[src/rtl/ir_queue.sv]
// rtl/ir_queue.sv - FIFO instruction buffer between instruction memory and controller FSM
module ir_queue #(
    parameter  int WIDTH = 16,
    parameter  int DEPTH = 4,
    localparam int CW    = $clog2(DEPTH + 1)
) (
    input  logic             Clk,
    input  logic             Reset,
    input  logic [WIDTH-1:0] inData,
    input  logic             inValid,
    output logic             inReady,
    output logic [WIDTH-1:0] outData,
    output logic             outValid,
    input  logic             Id,
    input  logic             Flush,
    output logic [CW-1:0]    Count,
    output logic             Err
);

    localparam int PW = $clog2(DEPTH);

    logic [WIDTH-1:0] mem_q [DEPTH];
    logic [PW-1:0]    rp_q, rp_d;
    logic [PW-1:0]    wp_q, wp_d;
    logic [CW-1:0]    count_q, count_d;
    logic             err_q, err_d;
    logic             push, pop;

    // Full/empty come from the occupancy counter only, so the pointers may wrap freely.
    assign inReady  = (count_q != CW'(DEPTH));
    assign outValid = (count_q != '0);
    assign outData  = outValid ? mem_q[rp_q] : '0;
    assign Count    = count_q;
    assign Err      = err_q;

    assign push = inValid & inReady & ~Flush;
    assign pop  = Id & outValid & ~Flush;

    // Next-state for pointers, occupancy and the sticky violation flag; Flush wins over all.
    always_comb begin
        rp_d    = rp_q;
        wp_d    = wp_q;
        count_d = count_q;
        err_d   = err_q;
        if (Flush) begin
            rp_d    = '0;
            wp_d    = '0;
            count_d = '0;
            err_d   = 1'b0;
        end else begin
            if (push) wp_d = wp_q + PW'(1);
            if (pop)  rp_d = rp_q + PW'(1);
            if (push && !pop)      count_d = count_q + CW'(1);
            else if (pop && !push) count_d = count_q - CW'(1);
            if ((inValid && !inReady) || (Id && !outValid)) err_d = 1'b1;
        end
    end

    // Control state register with asynchronous clear.
    always_ff @(posedge Clk or posedge Reset) begin
        if (Reset) begin
            rp_q    <= '0;
            wp_q    <= '0;
            count_q <= '0;
            err_q   <= 1'b0;
        end else begin
            rp_q    <= rp_d;
            wp_q    <= wp_d;
            count_q <= count_d;
            err_q   <= err_d;
        end
    end

    // Storage array is written on accepted pushes only and is never cleared.
    always_ff @(posedge Clk) begin
        if (push) mem_q[wp_q] <= inData;
    end

endmodule

[config.mk]
export PLATFORM = sky130hd
export DESIGN_NAME = ir_queue
export DESIGN_NICKNAME = d
export VERILOG_FILES = /design/src/rtl/ir_queue.sv
export SDC_FILE = /design/constraint.sdc
export NUM_CORES = 1
export LEC_CHECK = 0
export CORE_MARGIN = 4
export CORE_UTILIZATION = 30
export CTS_CLUSTER_DIAMETER = 150
export CTS_CLUSTER_SIZE = 28
export DETAILED_ROUTE_END_ITERATION = 10
export GPL_TIMING_DRIVEN = 0
export SETUP_SLACK_MARGIN = 0.2
export SLEW_MARGIN = 10
export SYNTH_ARGS = -nofsm -noshare
export SYNTH_HDL_FRONTEND = slang
export SYNTH_SLANG_ARGS = --single-unit
[constraint.sdc]
create_clock -name Clk -period 2.76 [get_ports Clk]
set_input_delay 0.552 -clock Clk [delete_from_list [all_inputs] [get_ports Clk]]
set_output_delay 0.552 -clock Clk [all_outputs]
set_load 0.005 [all_outputs]
==> results.sh, run 1 <==
export IMPL_worst_setup_path_endpoint="outData[12]"
export IMPL_diodes=0
export IMPL_cts_hold_buffers=0
export IMPL_row_count=36
export IMPL_antenna_found_initial=0
export IMPL_grt_max_degree=17
export IMPL_core_um2=9770
export IMPL_clk_pin_slew_ps=70
export IMPL_post_synth_cell_area_avg_um2=17.9
export IMPL_timing_hold_violations_final=0
export IMPL_max_freq_mhz=399
export IMPL_worstReg2RegStart="Count[2]$_DFFE_PP0P_"
export IMPL_cts_htree_levels=3
export IMPL_synth_nets=195
export IMPL_nNetsFinal=256
export IMPL_drtPass1Iterations=4
export IMPL_final_setup_tns_ps=0
export IMPL_status="finished, final reports clean"
export IMPL_die_area_um2=11800
export IMPL_first_pass_grt_wire_length_um=8980
export IMPL_max_slew_margin_rel=0.408
export IMPL_buffer_ports_inserted=40
export IMPL_drtIter0Drc=44
export IMPL_crit_reg2reg_capture="mem_q[0][10]$_DFFE_PP_"
export IMPL_detailroute_via_count=1579
export IMPL_crit_path_end_kind="primary output"
export IMPL_cts_max_path_buffers=2
export IMPL_topRoutingLayerUsed="met4"
export IMPL_clock_skew_final_ps=11.7
export IMPL_power_per_cell_area_nw_per_um2=863
export IMPL_gp_congestion=0.693
export IMPL_critical_path_max_stage_delay_ps=410
export IMPL_final_layout_size_suffix_gt1_frac=0.234
export IMPL_cap_viol_max_count=0
export IMPL_remaining_drc_errors=0
export IMPL_cts_root_buffer_cell="clkbuf_8"
export IMPL_met3WireLength_um=310
export IMPL_worst_r2r_cell_count=4
export IMPL_start_util=0.309
export IMPL_track_usage=0.104
export IMPL_critPathTopFamily="buffers and inverters"
export IMPL_cp_arrival_ps=1960
export IMPL_netlist_area_pre_place_um2=3020
export IMPL_worst_path_max_fanout=7
export IMPL_fin_crit_ps=2510
export IMPL_detailed_place_area_um2=3590
export IMPL_synth_seq_cells=72
export IMPL_synth_seq_area_share=0.702
export IMPL_timing_worst_slew_pin_value_ps=887
export IMPL_syn_instance_count=169
export IMPL_finalSetupViolCount=0
export IMPL_hold_class="in -> async"
export IMPL_p_leak_nw=1.41
export IMPL_postRouteWirelength_um=5580
export IMPL_crit_type="reg -> out"
export IMPL_max_vdd_ir_drop_v=0.000379
export IMPL_cts_num_sinks=72
export IMPL_detail_route_wirelength_met1_um=2450
export IMPL_number_of_nets_with_antenna_violations_after_detailed_routing=0
export IMPL_timing_critical_path_from_type="flip-flop"
export IMPL_num_io_pins=43
export IMPL_rsz0062_at_grt="true"
export IMPL_final_design_area_no_fill_um2=3910
export IMPL_finalCritPeriodShare=0.909
export IMPL_via_per_inst=4.29
export IMPL_die_width_um=108
export IMPL_via_count_of_the_first_global_routing_pass=1724
export IMPL_worst_endpoint_required_ps=2210
export IMPL_ys_warnings_count=0
export IMPL_wire_per_inst_um=15.2
export IMPL_slack_of_the_worst_reg_to_reg_path_ps=530
export IMPL_post_synth_main_area_contributors="edfxtp_1, mux4_2, dfrtp_1"
export IMPL_syn2layout_area_growth_pct=29.2
export IMPL_overflow=0
export IMPL_netlist_area_leader_share=0.635
export IMPL_cp_num_buf_inv=4
export IMPL_die_h_um=108
export IMPL_final_max_slew_viol_count=0
export IMPL_cp_num_cells=6
export IMPL_cp_cell_sequence="buf_12 -> buf_12 -> buf_4 -> mux4_2 -> and2_1 -> dlygate4sd2_1"
export IMPL_total_power_w=0.00337
export IMPL_distinct_cells_synth=31
export IMPL_cts_buffers=9
export IMPL_clock_insertion_delay_worst_skew_ps=330
export IMPL_post_synth_top_area_cell="edfxtp_1"
export IMPL_worst_path_most_repeated_cell="buf_12"
export IMPL_critical_path_slowest_cell="mux4_2"
export IMPL_dp_final_hpwl_um=3720
export IMPL_cts_tree="yes"
export IMPL_worstSetupStartpoint="rp_q[0]$_DFFE_PP0P_"
export IMPL_met2_length_um=2780
## Yosys cell counts
library cell,n
a21oi_1,3
o31ai_1,3
nand3b_1,1
edfxtp_1,64
buf_2,6
mux2i_1,1
a211oi_1,1
mux2_4,1
xor2_1,2
nor3_1,1
a31o_2,1
clkbuf_1,2
fa_1,1
buf_6,3
nand2_1,1
o21a_1,1
o311ai_0,1
nand3_1,2
o211ai_1,1
a211o_1,1
nor2_1,7
nor3b_1,1
mux4_2,16
o311a_1,1
inv_1,9
mux2_2,1
dfrtp_1,8
ha_1,4
and2_1,21
o21ai_0,3
o211a_1,1
## flip-flops by register name, indices dropped and copies added (netlist names)
signal	cells
rp_q	2
Count	3
wp_q	2
Err	1
mem_q	64
## metrics by stage
| stage | worst slack, ps | std cells | hold slack [ps] | utilization |
|---|---|---|---|---|
| 3_5_place_dp | 118 | 342 | 501 | 0.367 |
| 2_1_floorplan | 624 | 169 | 368 | - |
| 4_1_cts | 117 | 364 | 465 | 0.393 |
| 6_report | 251 | 368 | 465 | 0.400 |
| 5_1_grt | 189 | 368 | 479 | 0.400 |
| 3_3_place_gp | 121 | 342 | 492 | 0.367 |
## what timing repair did
action                                  in CTS  in global routing
endpoints found under the setup margin      17                  5
pin swaps                                    0                  1
gates resized for setup                     28                  7
cloned                                       0                  0
setup buffers                                6                  4
## worst min-delay path by stage
stage	start	to	slack (ps)	cells after the start
CTS	Reset	Count[2]$_DFFE_PP0P_	470	2
finish	Reset	wp_q[1]$_DFFE_PP0P_	470	2
detailed placement	Err$_DFFE_PP0P_	Err$_DFFE_PP0P_	500	2
global route	Reset	wp_q[1]$_DFFE_PP0P_	480	2
global placement	Err$_DFFE_PP0P_	Err$_DFFE_PP0P_	490	2
floorplan	Reset	Count[0]$_DFFE_PP0P_	370	1
## metal layers
metal,vias up,track usage
met4,0,0.0325
met2,39,0.164
met5,-,0
li1,767,-
met1,768,0.134
met3,5,0.0382
## cells in the final DEF, fill, tap and decap left out, drive strengths merged, types with 2 or more instances in the layout
cell and instances:
a21oi 3, and2 21, buf 19, clkbuf 15, clkdlybuf4s15 2, clkdlybuf4s50 24, clkinv 2, dfrtp 8
dlygate4sd2 13, edfxtp 64, ha 4, inv 9, mux2 2, mux4 16, nand3 2, nor2 7
o21ai 3, o31ai 3, xor2 2
## cells by family (layout without fill, tap and decap cells)
family | Yosys count | in the layout | synth area share
AOI/OAI and AO/OA | 17 | 17 | 0.0401
and+or+nand+nor | 34 | 34 | 0.0633
muxes | 19 | 19 | 0.131
adders and majority gates | 5 | 5 | 0.0232
DFF | 72 | 72 | 0.702
xor gates and xnor gates | 2 | 2 | 0.00579
buffers and inverters | 20 | 86 | 0.0348
## where the power goes
group / switching (W) / internal, W
Sequential: 0.0000314 / 0.00128
Combinational: 0.000531 / 0.000765
Clock: 0.000350 / 0.000418
Total: 0.000913 / 0.00246
## area by class of cell
cell class	count	area (um^2)
inverters	9	33.8
plain buffers	11	98.8
well taps	133	166
flip-flops and latches	72	2120
clock buffers	13	139
multi-input cells	77	822
clock inverters	3	42.5
fillers	934	5870
repair buffers	50	482
Note: power is estimated with default switching activity, not from simulation.
==> inputs of run 2 (changes only) <==
Settings changed: GPL_ROUTABILITY_DRIVEN set to 0.
==> results of run 2 <==
Same layout as run 1: the final DEF is identical, and so are final timing and power.
==> inputs of run 3 (changes only) <==
Settings changed: GPL_ROUTABILITY_DRIVEN 0 to 1, SLEW_MARGIN 10 to not set.
==> results of run 3 <==
Same layout as run 1: the final DEF is identical, and so are final timing and power.
